--- config.mk ---
export PLATFORM = sky130hd
export DESIGN_NAME = sobol_seq_gen_flat
export DESIGN_NICKNAME = d
export VERILOG_FILES = /design/src/rtl/sobol_seq_gen_if.sv /design/src/rtl/sobol_seq_gen.sv /design/src/flat_wrapper.sv
export SDC_FILE = /design/constraint.sdc
export NUM_CORES = 1
export LEC_CHECK = 0
export ABC_AREA = 0
export CAP_MARGIN = 25
export CORE_ASPECT_RATIO = 0.9
export CORE_UTILIZATION = 55
export DETAILED_ROUTE_END_ITERATION = 12
export PLACE_DENSITY = 0.76
export SYNTH_ARGS = -nofsm -noshare
export SYNTH_HDL_FRONTEND = slang
export SYNTH_SLANG_ARGS = --single-unit
--- constraint.sdc ---
create_clock -name clk -period 4.2 [get_ports clk]
set_input_delay 0.84 -clock clk [delete_from_list [all_inputs] [get_ports clk]]
set_output_delay 0.84 -clock clk [all_outputs]
set_load 0.02 [all_outputs]
--- src/rtl/sobol_seq_gen_if.sv ---
`default_nettype none
// ============================================================================
// Module      : sobol_seq_gen_if
// Description : Direction-table load, run control and valid/ready point stream
//               for one Sobol dimension.
// Revision    : 1.0 - initial release
// ============================================================================
interface sobol_seq_gen_if #(
    parameter int WIDTH = 32,
    parameter int NBITS = 32,
    parameter int CNT_W = 32
);
    localparam int A_W = $clog2(NBITS);

    logic             dir_we;
    logic [A_W-1:0]   dir_addr;
    logic [NBITS-1:0] dir_data;
    logic             start;
    logic [CNT_W-1:0] num_samples;
    logic             out_ready;
    logic             valid_out;
    logic [WIDTH-1:0] u;
    logic             busy;
    logic             done;

    modport master (
        output dir_we, dir_addr, dir_data, start, num_samples, out_ready,
        input  valid_out, u, busy, done
    );

    modport slave (
        input  dir_we, dir_addr, dir_data, start, num_samples, out_ready,
        output valid_out, u, busy, done
    );
endinterface
`default_nettype wire

--- src/rtl/sobol_seq_gen.sv ---
`default_nettype none
// ============================================================================
// Module      : sobol_seq_gen
// Description : 1-D Sobol generator, Gray-code form, Q16.16 output in (0,1),
//               run-loadable direction table, valid/ready output stream.
// Revision    : 1.0 - initial release
// ============================================================================
module sobol_seq_gen #(
    parameter int WIDTH = 32,
    parameter int FRAC  = 16,
    parameter int NBITS = 32,
    parameter int CNT_W = 32
) (
    input  wire             clk,
    input  wire             rst,
    sobol_seq_gen_if.slave  bus
);
    localparam int A_W   = $clog2(NBITS);
    localparam int C_LIM = (NBITS - 1 < CNT_W) ? NBITS - 1 : CNT_W;

    localparam logic [1:0] S_IDLE = 2'd0;
    localparam logic [1:0] S_RUN  = 2'd1;
    localparam logic [1:0] S_DONE = 2'd2;

    localparam logic [CNT_W-1:0] c_cnt_one = {{(CNT_W-1){1'b0}}, 1'b1};

    logic [1:0]       r_state;
    logic [1:0]       w_state_next;
    logic [NBITS-1:0] r_dir [NBITS];
    logic [NBITS-1:0] r_x;
    logic [CNT_W-1:0] r_n;
    logic [CNT_W-1:0] r_gen;
    logic [CNT_W-1:0] r_emit;
    logic [CNT_W-1:0] r_target;
    logic             r_valid;
    logic [WIDTH-1:0] r_u;

    logic             w_step;
    logic             w_xfer;
    logic             w_last;
    logic             w_launch;
    logic [A_W-1:0]   w_c;
    logic             w_seen0;
    logic [NBITS-1:0] w_x_next;
    logic [FRAC-1:0]  w_field;
    logic [WIDTH-1:0] w_u_next;

    assign w_xfer   = r_valid && bus.out_ready;
    assign w_last   = w_xfer && ((r_emit + c_cnt_one) == r_target);
    assign w_step   = (r_state == S_RUN) && (!r_valid || bus.out_ready) && (r_gen < r_target);
    assign w_launch = (r_state == S_IDLE) && bus.start && (bus.num_samples != '0);

    // Index of the lowest zero bit of n selects the direction number to fold in.
    always_comb begin
        w_c     = '0;
        w_seen0 = 1'b0;
        for (int i = 0; i < C_LIM; i++) begin
            if (!w_seen0) begin
                if (r_n[i]) w_c = A_W'(i + 1);
                else        w_seen0 = 1'b1;
            end
        end
    end

    assign w_x_next = r_x ^ r_dir[w_c];
    assign w_field  = w_x_next[NBITS-1 -: FRAC];
    assign w_u_next = (w_field == '0) ? {{(WIDTH-1){1'b0}}, 1'b1}
                                      : {{(WIDTH-FRAC){1'b0}}, w_field};

    // Direction table survives reset so a restart replays the same sequence.
    always_ff @(posedge clk) begin
        if (bus.dir_we && (r_state == S_IDLE)) begin
            r_dir[bus.dir_addr] <= bus.dir_data;
        end
    end

    always_ff @(posedge clk) begin
        if (rst) r_state <= S_IDLE;
        else     r_state <= w_state_next;
    end

    always_comb begin
        w_state_next = r_state;
        case (r_state)
            S_IDLE: if (bus.start) w_state_next = (bus.num_samples != '0) ? S_RUN : S_DONE;
            S_RUN:  if (w_last)    w_state_next = S_DONE;
            S_DONE: w_state_next = S_IDLE;
            default: w_state_next = S_IDLE;
        endcase
    end

    always_comb begin
        bus.busy = (r_state == S_RUN);
        bus.done = (r_state == S_DONE);
    end

    always_ff @(posedge clk) begin
        if (rst) begin
            r_x      <= '0;
            r_n      <= '0;
            r_gen    <= '0;
            r_emit   <= '0;
            r_target <= '0;
            r_valid  <= 1'b0;
            r_u      <= '0;
        end else if (w_launch) begin
            r_target <= bus.num_samples;
            r_x      <= '0;
            r_n      <= '0;
            r_gen    <= '0;
            r_emit   <= '0;
        end else begin
            if (w_xfer) r_emit <= r_emit + c_cnt_one;
            if (w_step) begin
                r_x     <= w_x_next;
                r_n     <= r_n + c_cnt_one;
                r_gen   <= r_gen + c_cnt_one;
                r_u     <= w_u_next;
                r_valid <= 1'b1;
            end else if (w_xfer) begin
                r_valid <= 1'b0;
            end
        end
    end

    assign bus.valid_out = r_valid;
    assign bus.u         = r_u;
endmodule
`default_nettype wire

--- src/flat_wrapper.sv ---
// flat-port wrapper written by rule: the top's interface ports become plain ports
module sobol_seq_gen_flat 
#(
    parameter int WIDTH = 32,
    parameter int FRAC  = 16,
    parameter int NBITS = 32,
    parameter int CNT_W = 32
)
  (clk, rst, bus_dir_we, bus_dir_addr, bus_dir_data, bus_start, bus_num_samples, bus_out_ready, bus_valid_out, bus_u, bus_busy, bus_done);
  sobol_seq_gen_if #(.WIDTH(WIDTH), .NBITS(NBITS), .CNT_W(CNT_W)) bus_i ();
  input  wire clk;
  input  wire rst;
  input wire logic [$bits(bus_i.dir_we)-1:0] bus_dir_we;
  input wire logic [$bits(bus_i.dir_addr)-1:0] bus_dir_addr;
  input wire logic [$bits(bus_i.dir_data)-1:0] bus_dir_data;
  input wire logic [$bits(bus_i.start)-1:0] bus_start;
  input wire logic [$bits(bus_i.num_samples)-1:0] bus_num_samples;
  input wire logic [$bits(bus_i.out_ready)-1:0] bus_out_ready;
  output wire logic [$bits(bus_i.valid_out)-1:0] bus_valid_out;
  output wire logic [$bits(bus_i.u)-1:0] bus_u;
  output wire logic [$bits(bus_i.busy)-1:0] bus_busy;
  output wire logic [$bits(bus_i.done)-1:0] bus_done;
  assign bus_i.dir_we = bus_dir_we;
  assign bus_i.dir_addr = bus_dir_addr;
  assign bus_i.dir_data = bus_dir_data;
  assign bus_i.start = bus_start;
  assign bus_i.num_samples = bus_num_samples;
  assign bus_i.out_ready = bus_out_ready;
  assign bus_valid_out = bus_i.valid_out;
  assign bus_u = bus_i.u;
  assign bus_busy = bus_i.busy;
  assign bus_done = bus_i.done;
  sobol_seq_gen #(.WIDTH(WIDTH), .FRAC(FRAC), .NBITS(NBITS), .CNT_W(CNT_W)) u_core (.clk(clk), .rst(rst), .bus(bus_i));
endmodule
; After elaboration in Yosys (flattened, before gate mapping)
; Memories as Yosys holds them, arrays and structs flattened.
; Index checks and enable logic that the tools add are counted.
[totals]
output_inout_bits = 35
wordCells = 166
memories = 1
ramBits = 1024
ff_bits = 195
[memory_table]
columns = name, depth, word_bits, rd, rd_clocked_by_memory_dff, wr, line
row1 = u_core.r_dir, 32, 32, 1, 0, 1, sobol_seq_gen.sv:29  ; logic [NBITS-1:0] r_dir [NBITS];
[classes]
reduce_logical = 17
mux = 129
add_sub_neg = 3
eq_ne = 5
magnitude_cmp = 1
n_bitwise = 2
[ops]
columns = cell, n
row1 = 5-bit two-way mux, 60
row2 = 32-bit by 1-bit adder with 32-bit output (second input constant), 3
row3 = 1-bit two-way mux, 64
row4 = 32-bit equality test, 1
row5 = 32-bit less-than comparator, 1
row6 = 32-bit nonzero test, 1
row7 = 32-bit bitwise XOR, 1
row8 = 16-bit zero test, 1
row9 = 16-bit two-way mux, 1
row10 = 1-bit logical AND, 7
row11 = 2-bit two-way mux, 3
row12 = 2-bit AND reduction, 3
row13 = 2-bit one-hot mux with 2 select lines, 1
row14 = 2-bit by 1-bit equality test with 1-bit output (second input constant), 1
row15 = 2-bit equality test (second input constant), 1
row16 = 2-bit zero test, 1
row17 = 2-bit by 1-bit inequality test with 1-bit output (second input constant), 1
row18 = 2-bit inequality test (second input constant), 1
row19 = 2-bit nonzero test, 1
row20 = 2-bit OR reduction, 1
row21 = 1-bit zero test, 1
row22 = 1-bit logical OR, 1
row23 = 1-bit NOT, 1

; Depth between registers and ports, before layout
; Gate-level depths: netlist (run 1).
; An unclocked memory read counts as a cell.
[logic_depth]
word_depth = 65
ltp_mapped = 19
mapped_depth_nobuf = 15

; Least setup slack after synthesis (run 1)
; Ideal clock, no wire load.
[synth_path]
path_type = reg2reg
start = reg u_core.r_n[0]
end = reg u_core.r_u[0], in the netlist u_core.bus.u[0]
n_path_buf = 3
required_ns = 4.141
setup_ns = 0.059
t_arrival_ns = 4.094
period_less_slack_ns = 4.153
setup_slack_ns = 0.047
path_stages_with_launch = 16
cell_sequence = dfxtp_1 -> ha_1 -> nand4_4 -> or4_1 -> buf_2 -> or4_1 -> buf_2 -> buf_6 -> and3_4 -> a211oi_2 -> a31oi_1 -> a22o_1 -> or4_4 -> a222oi_1 -> and4bb_1 -> a31o_1
[synth_via]
elab_chain_cells = 65
elab_cells_between_ends = 96
cone_classes = mux (93) / bitwise (1) / reduce/logical (1) / memory (1)
[synth_lines]
columns = item, line
row1 = "start, declared", sobol_seq_gen.sv:31  ; logic [CNT_W-1:0] r_n;
row2 = "start signal, assigned", sobol_seq_gen.sv:116  ; r_n <= r_n + c_cnt_one;
row3 = 1-bit two-way mux, sobol_seq_gen.sv:59  ; if (r_n[i]) w_c = A_W'(i + 1);
row4 = 5-bit two-way mux, sobol_seq_gen.sv:59
row5 = 5-bit two-way mux, sobol_seq_gen.sv:58  ; if (!w_seen0) begin
row6 = 5-bit two-way mux, sobol_seq_gen.sv:59
row7 = 5-bit two-way mux, sobol_seq_gen.sv:58
row8 = 5-bit two-way mux, sobol_seq_gen.sv:59
row9 = 5-bit two-way mux, sobol_seq_gen.sv:58
row10 = 5-bit two-way mux, sobol_seq_gen.sv:59
row11 = [49 not listed], --
row12 = 5-bit two-way mux, sobol_seq_gen.sv:59
row13 = 5-bit two-way mux, sobol_seq_gen.sv:58
row14 = 5-bit two-way mux, sobol_seq_gen.sv:59
row15 = 5-bit two-way mux (*), sobol_seq_gen.sv:58
row16 = memory 32 x 32 bit (*), --
row17 = 32-bit bitwise XOR (*), sobol_seq_gen.sv:65  ; assign w_x_next = r_x ^ r_dir[w_c];
row18 = 16-bit zero test, sobol_seq_gen.sv:67  ; assign w_u_next = (w_field == '0) ? {{(WIDTH-1){1'b0}}, 1'b1}
row19 = 16-bit two-way mux (*), sobol_seq_gen.sv:67
row20 = "end signal, assigned", sobol_seq_gen.sv:118  ; r_u <= w_u_next;
row21 = "end, declared", sobol_seq_gen.sv:36  ; logic [WIDTH-1:0] r_u;
; Mark *: on every way between the ends. The rest lies on a longest branch, timed or not.
; A chain may end at the register's enable or synchronous reset.

; Worst setup path after layout (run 1)
[layout_path]
start = reg u_core.r_n[1]
end = reg u_core.r_u[0], in the netlist u_core.bus.u[0]
[layout_via]
elab_chain_cells = 64
elab_cells_between_ends = 94
cone_classes = mux (91) / bitwise (1) / reduce/logical (1) / memory (1)
[layout_lines]
columns = item, line
row1 = 5-bit two-way mux, sobol_seq_gen.sv:59
row2 = 5-bit two-way mux, sobol_seq_gen.sv:58
row3 = 5-bit two-way mux, sobol_seq_gen.sv:59
row4 = 5-bit two-way mux, sobol_seq_gen.sv:58
row5 = 5-bit two-way mux, sobol_seq_gen.sv:59
row6 = 5-bit two-way mux, sobol_seq_gen.sv:58
row7 = 5-bit two-way mux, sobol_seq_gen.sv:59
row8 = 5-bit two-way mux, sobol_seq_gen.sv:58
row9 = [48 not listed], --
row10 = 5-bit two-way mux, sobol_seq_gen.sv:59
row11 = 5-bit two-way mux, sobol_seq_gen.sv:58
row12 = 5-bit two-way mux, sobol_seq_gen.sv:59
row13 = 5-bit two-way mux (*), sobol_seq_gen.sv:58
row14 = memory 32 x 32 bit (*), --
row15 = 32-bit bitwise XOR (*), sobol_seq_gen.sv:65
row16 = 16-bit zero test, sobol_seq_gen.sv:67
row17 = 16-bit two-way mux (*), sobol_seq_gen.sv:67
; Marks and branches as above.

==> run_results.csv, run 1 <==
group,metric,value,unit
grt,grt_max_degree,69,
cells_and_area,nNetsFinal,2951,
grt,gr-total-overflow,0,
clocking,clkTransAtPathRegs,0.07,ns
cells_and_area,nFillCells,3563,
setup_path,crit_type,"register to register",
clocking,clkLatencyLatePin,0.64,ns
clocking,root_buffer,"clkbuf_16",
outcome,violations,"negative setup slack",
cells_and_area,layout-area-overhead-vs-synth,22.8,%
grt,first_global_vias,22300,
clocking,cts_sinks,674,
timing,setup_slack,-0.105,ns
routing,avgRoutedWirePerCell,25.7,um
logic_synthesis,yosys_warnings,0,
clocking,ctsLongestPathBuffers,3,
floorplanning,rows,80,
outcome,status,"finished with violations",
pwr,leakagePower,0.0129,uW
routing,wl_met3,11900,um
pwr,peakVddDrop,448,uV
routing,drtIter0Drc,3225,
timing,slew_headroom,29.4,%
logic_synthesis,synth_edf_count,512,
routing,drt-total-wl,92300,um
pwr,powerDensity,404,nW/um^2
timing,min_period,4.30,ns
grt,gr-usage-all-layers,33.5,%
timing,post-route-period-util,102,%
routing,antenna_left,0,
timing,tightest_slew,1.06,ns
grt,grt_pass1_wl,136000,um
cells_and_area,final_common_cell,"edfxtp_1",
timing,slew_violations,0,
placement,dpl.hpwl,60100,um
floorplanning,core_area,53000,um^2
timing,timing.fmax,232,MHz
cells_and_area,drive_above_1_share,19.5,%
routing,vias,23000,
routing,routed_via_density,6.41,
clocking,cts_buffers,68,
grt,antenna_found_initial,3,
logic_synthesis,ys.flop_type,"edfxtp_1",
routing,wl_met1,34000,um
setup_path,required,4.77,ns
setup_path,crit_path_max_fanout,6,
placement,placed_cell_area,33100,um^2
floorplanning,start_util,55.7,%
floorplanning,die_area,54500,um^2
logic_synthesis,synth_cell_types,79,
placement,preCtsSetupSlack,-0.355,ns
cells_and_area,layout_common_cells,"edfxtp_1, nand2_1, buf_4, nor2_1, dfxtp_1",
routing,dr_wl_met2,40900,um
timing,rsz0062_at_grt,"yes",
run,maxCapViolCount,0,
floorplanning,die_h,222,um
logic_synthesis,async_flop_share,0,%
placement,portBuffers,76,
logic_synthesis,seq_area_frac_synth,63.1,%
cells_and_area,seqCellArea,18600,um^2
timing,setup_viol,1,
timing,hold_viol_final,0,
routing,dr.pass1.iters,8,
logic_synthesis,avgSynthCellArea,11.8,um^2
cells_and_area,final_area,36200,um^2
placement,gp_congestion,0.953,
setup_path,arrival,4.88,ns
logic_synthesis,synthCells,2504,
routing,drcViolationCount,0,
routing,top_layer_used,"met4",
clocking,htreeDepth,3,
min_path,hold_class,"register to register",
clocking,cts_tree,"built",
cells_and_area,multi_input_area,10500,um^2
cells_and_area,antenna_cells,0,
timing,whs,0.455,ns
floorplanning,die_w,246,um
floorplanning,io_pins,109,
setup_path,critPathCaptureType,"register",
setup_path,setup.worst_path.start_class,"register",
logic_synthesis,syn-cell-area,29500,um^2
logic_synthesis,ys_ff_latch,674,
timing,finClkSkew,0.0280,ns
routing by layer:
metal | global-route usage (%) | up-vias
li1 | - | 9948
met1 | 45.9 | 11100
met2 | 50.0 | 1614
met3 | 7.37 | 336
met4 | 17.9 | 0
met5 | 0 | -
final cells by class:
cell class,instances,share of cell area (%)
flip-flops and latches,674,51.4
multi-input cells,1634,28.9
repair buffers,411,10.5
clock buffers,86,5.06
well taps,697,2.41
clock inverters,39,1.16
inverters,50,0.518
worst paths after layout:
check / startpoint / to / slack (ns) / cells past startpoint
setup / recovery: u_core.r_n[1]$_SDFFE_PP0P_ / u_core.bus.u[0]$_SDFFE_PP0P_ / -0.10 / 17
hold / removal: u_core.bus.u[10]$_SDFFE_PP0P_ / u_core.bus.u[10]$_SDFFE_PP0P_ / 0.45 / 2
setup reg to reg: u_core.r_n[1]$_SDFFE_PP0P_ / u_core.bus.u[0]$_SDFFE_PP0P_ / -0.10 / 17
hold reg to reg: u_core.bus.u[10]$_SDFFE_PP0P_ / u_core.bus.u[10]$_SDFFE_PP0P_ / 0.45 / 2
cell usage after synthesis (all sizes together), types with 11 or more instances:
| library cell | instances | area share, % |
|---|---|---|
| xnor2 | 60 | 1.8 |
| o22ai | 11 | 0.23 |
| inv | 50 | 0.64 |
| and4 | 14 | 0.42 |
| or3 | 26 | 0.55 |
| nor2 | 208 | 2.6 |
| nor3 | 19 | 0.32 |
| a21o | 19 | 0.48 |
| o21ai | 77 | 1.3 |
| a211oi | 83 | 2.1 |
| dfxtp | 162 | 11 |
| buf | 67 | 1.3 |
| xor2 | 73 | 2.2 |
| nor4 | 34 | 0.72 |
| a31oi | 32 | 0.68 |
| or4 | 14 | 0.37 |
| ha | 38 | 1.6 |
| and3 | 87 | 1.9 |
| nand4 | 43 | 0.98 |
| mux2i | 104 | 3.5 |
| edfxtp | 512 | 52 |
| nand2 | 301 | 3.8 |
| clkbuf | 94 | 1.2 |
| a21oi | 95 | 1.6 |
| nand3 | 137 | 2.3 |
state kept, by name, indices dropped and copies added (netlist names):
register / cells
u_core.bus.u: 16
u_core.r_dir: 512
u_core.r_x: 16
u_core.r_target: 32
u_core.bus.valid_out: 1
u_core.r_n: 31
u_core.r_gen: 32
u_core.r_state: 2
u_core.r_emit: 32
logic make-up after synthesis:
| group | after synthesis | synth area share, % |
|---|---|---|
| and+or+nand+nor | 917 | 14.9 |
| DFF | 674 | 63.1 |
| muxes | 112 | 3.84 |
| adders and majority gates | 38 | 1.61 |
| xor gates and xnor gates | 133 | 3.95 |
| other | 1 | 0.0127 |
| AOI/OAI and AO/OA | 418 | 9.44 |
| buffers and inverters | 211 | 3.12 |
power breakdown:
| part | internal [uW] | switching (uW) |
|---|---|---|
| combinational | 460 | 695 |
| clock | 3500 | 2670 |
| sequential | 7240 | 59.1 |
| total | 11200 | 3420 |
metrics by stage:
stage | utilization, % | instances | power [uW] | setup TNS [ns]
6_report | 68.4 | 3591 | 14600 | -0.105
5_1_grt | 68.4 | 3591 | 15000 | -0.562
2_1_floorplan | - | 2519 | 7990 | 0
3_5_place_dp | 62.6 | 3441 | 8510 | -2.76
4_1_cts | 67.6 | 3579 | 14600 | -0.0484
3_3_place_gp | 62.5 | 3439 | 8470 | -1.19
critical path, cell delays in order (launching register included):
cell      delay (ns)
dfxtp_2         0.35
ha_4            0.15
nand4_4         0.09
or3_4           0.35
or4_4           0.54
buf_6           0.16
nand2_2         0.12
buf_4           0.14
nand2_1         0.04
buf_4           0.19
a211oi_2        0.25
nor4_2          0.08
buf_4           0.13
a2111o_1        0.43
or3_4           0.41
a222oi_1        0.37
and4bb_1        0.29
a31o_1          0.14
timing repair:
item,in CTS,in global routing
endpoints found under the hold margin,0,0
hold buffers,0,0
endpoints found under the setup margin,29,28
gates resized for setup,49,36
setup buffers,10,2
gates cloned,3,0
pin swaps,11,5
Note: power is estimated with default switching activity, not from simulation.
==> run 2: changes to the inputs <==
- CELL_PAD_IN_SITES_DETAIL_PLACEMENT: unset -> 2
- CELL_PAD_IN_SITES_GLOBAL_PLACEMENT: unset -> 2
- CORE_MARGIN: unset -> 2
- CORE_UTILIZATION: 55 -> 38
- PLACE_DENSITY: 0.76 -> unset
- PLACE_DENSITY_LB_ADDON: unset -> 0.1
- clock period: 4.2 -> 3.85 ns (I/O delays scaled with it)
==> run_results.csv, run 2 (same netlist as run 1, synthesis figures left out) <==
group,metric,value,unit
grt,first_global_vias,25500,
placement,portBuffers,76,
setup_path,critPathCaptureType,"register",
placement,gp_congestion,0.846,
grt,grt_max_degree,50,
outcome,violations,"negative setup slack",
timing,timing.fmax,227,MHz
cells_and_area,layout_common_cells,"edfxtp_1, buf_4, nand2_1, nor2_1, dfxtp_1",
routing,drtIter0Drc,2088,
setup_path,startpoint,"u_core.r_n[1]$_SDFFE_PP0P_",
clocking,htreeDepth,3,
min_path,worstHoldStart,"u_core.bus.u[9]$_SDFFE_PP0P_",
floorplanning,io_pins,109,
setup_path,r2r-start,"u_core.r_n[1]$_SDFFE_PP0P_",
routing,vias,24000,
timing,tightest_slew,0.822,ns
cells_and_area,largest_reg_flops,512,
clocking,clkTransAtPathRegs,0.07,ns
routing,dr.pass1.iters,5,
clocking,root_buffer,"clkbuf_16",
pwr,peakVddDrop,415,uV
cells_and_area,drive_above_1_share,28.3,%
floorplanning,start_util,38.5,%
routing,antenna_left,0,
timing,setup_slack,-0.564,ns
placement,placed_cell_area,34100,um^2
clocking,clkLatencyLatePin,0.68,ns
cells_and_area,nNetsFinal,3075,
grt,gr-usage-all-layers,29.7,%
timing,whs,0.469,ns
floorplanning,core_area,76500,um^2
grt,gr-total-overflow,0,
run,maxCapViolCount,0,
pwr,design_power_total,17500,uW
setup_path,required,4.40,ns
clocking,cts_sinks,674,
floorplanning,rows,96,
timing,slew_headroom,45.0,%
cells_and_area,top_register,"u_core.r_dir",
placement,dp_cells,3837,
timing,post-route-period-util,115,%
floorplanning,die_h,268,um
cells_and_area,nFillCells,7352,
clocking,cts_hold_buf,0,
placement,dpl.hpwl,79700,um
cells_and_area,layout-area-overhead-vs-synth,33.0,%
setup_path,ff2ff_setup_slack,-0.56,ns
setup_path,arrival,4.96,ns
timing,finClkSkew,0.0527,ns
grt,grt_pass1_wl,174000,um
setup_path,setup.worst_path.start_class,"register",
clocking,cts_buffers,77,
routing,drcViolationCount,0,
setup_path,crit_type,"register to register",
pwr,leakagePower,0.0140,uW
floorplanning,die_area,79800,um^2
cells_and_area,final_area,39200,um^2
timing,hold_viol_final,0,
cells_and_area,stdcell_count,4059,
floorplanning,die_w,298,um
grt,antenna_found_initial,4,
clocking,ctsLongestPathBuffers,3,
timing,setup_viol,31,
outcome,status,"finished with violations",
setup_path,crit_path_max_fanout,4,
timing,slew_violations,0,
timing,rsz0062_at_grt,"yes",
clocking,cts_tree,"built",
routing,routed_via_density,5.91,
routing,drt-total-wl,125000,um
cells_and_area,final_common_cell,"edfxtp_1",
min_path,hold_class,"register to register",
timing,min_period,4.41,ns
routing,avgRoutedWirePerCell,30.8,um
pwr,powerDensity,445,nW/um^2
## run 2: changes by cell type in the layout (fill, tap and decap cells not counted), moves of 20 or more
cell      before  now
buf_4        293  357
a211oi_1      62   36
buf_6          8   43
a21oi_2        1   31
a211oi_2      20   40
a21oi_1       94   61
## run 2: path summary, 6_finish.rpt
path / end / depth (start not counted)
worst max register to register: u_core.bus.u[0]$_SDFFE_PP0P_ / 19
worst min register to register: u_core.bus.u[9]$_SDFFE_PP0P_ / 2
worst max-delay path: u_core.bus.u[0]$_SDFFE_PP0P_ / 19
worst min-delay path: u_core.bus.u[9]$_SDFFE_PP0P_ / 2
## run 2: report_power, final
part / internal (uW) / total [uW] / switching [uW]
clock: 4630 / 7880 / 3250
combinational: 661 / 1600 / 943
sequential: 7900 / 7970 / 72.7
## run 2: cell type report
class / count / area (um^2) / area share (%)
antenna: 3 / 7.51 / 0.0191
clock buffer: 103 / 2120 / 5.40
clock inverter: 40 / 533 / 1.36
inverter: 50 / 190 / 0.485
multi-input combinational: 1634 / 11500 / 29.4
sequential: 674 / 18600 / 47.5
tap: 1029 / 1290 / 3.28
timing repair buffer: 526 / 4930 / 12.6
## run 2: metal layers
| metal | GRT usage, % | up-vias | routed length [um] |
|---|---|---|---|
| met5 | 0 | - | 13 |
| met4 | 12.1 | 2 | 5490 |
| met3 | 4.29 | 325 | 8060 |
| met2 | 50.9 | 997 | 60800 |
| met1 | 38.0 | 12400 | 50700 |
| li1 | - | 10200 | - |
## run 2: repair_timing
action                                  in CTS  in global routing
gates cloned                                 3                  6
gates resized for setup                    160                213
endpoints found under the setup margin      47                 53
hold endpoints to repair                     0                  0
pin swaps                                   41                101
setup buffers                               40                 34
## run 2: stage by stage
step                setup TNS [ns]  setup WS [ns]  utilization, %
floorplan                  -0.0372        -0.0372               -
global placement            -11.75         -0.806            44.6
detailed placement          -18.36         -0.922            44.6
CTS                          -4.06         -0.452            49.4
global route                -10.35         -0.651            51.3
finish                       -7.28         -0.564            51.3
## run 2: worst max-delay path, stage by stage, from the launching register on
cell      delay, ns
dfxtp_4        0.36
ha_4           0.15
nand4_4        0.09
or4_4          0.56
buf_8          0.16
nor4_4         0.23
buf_4          0.18
nor2_4         0.05
buf_6          0.14
buf_12         0.13
buf_12         0.12
buf_6          0.11
buf_6          0.11
a211o_1        0.26
o311a_1        0.15
a222oi_1       0.63
and3_4         0.36
xnor2_2        0.13
and4bb_1       0.21
a31o_1         0.18
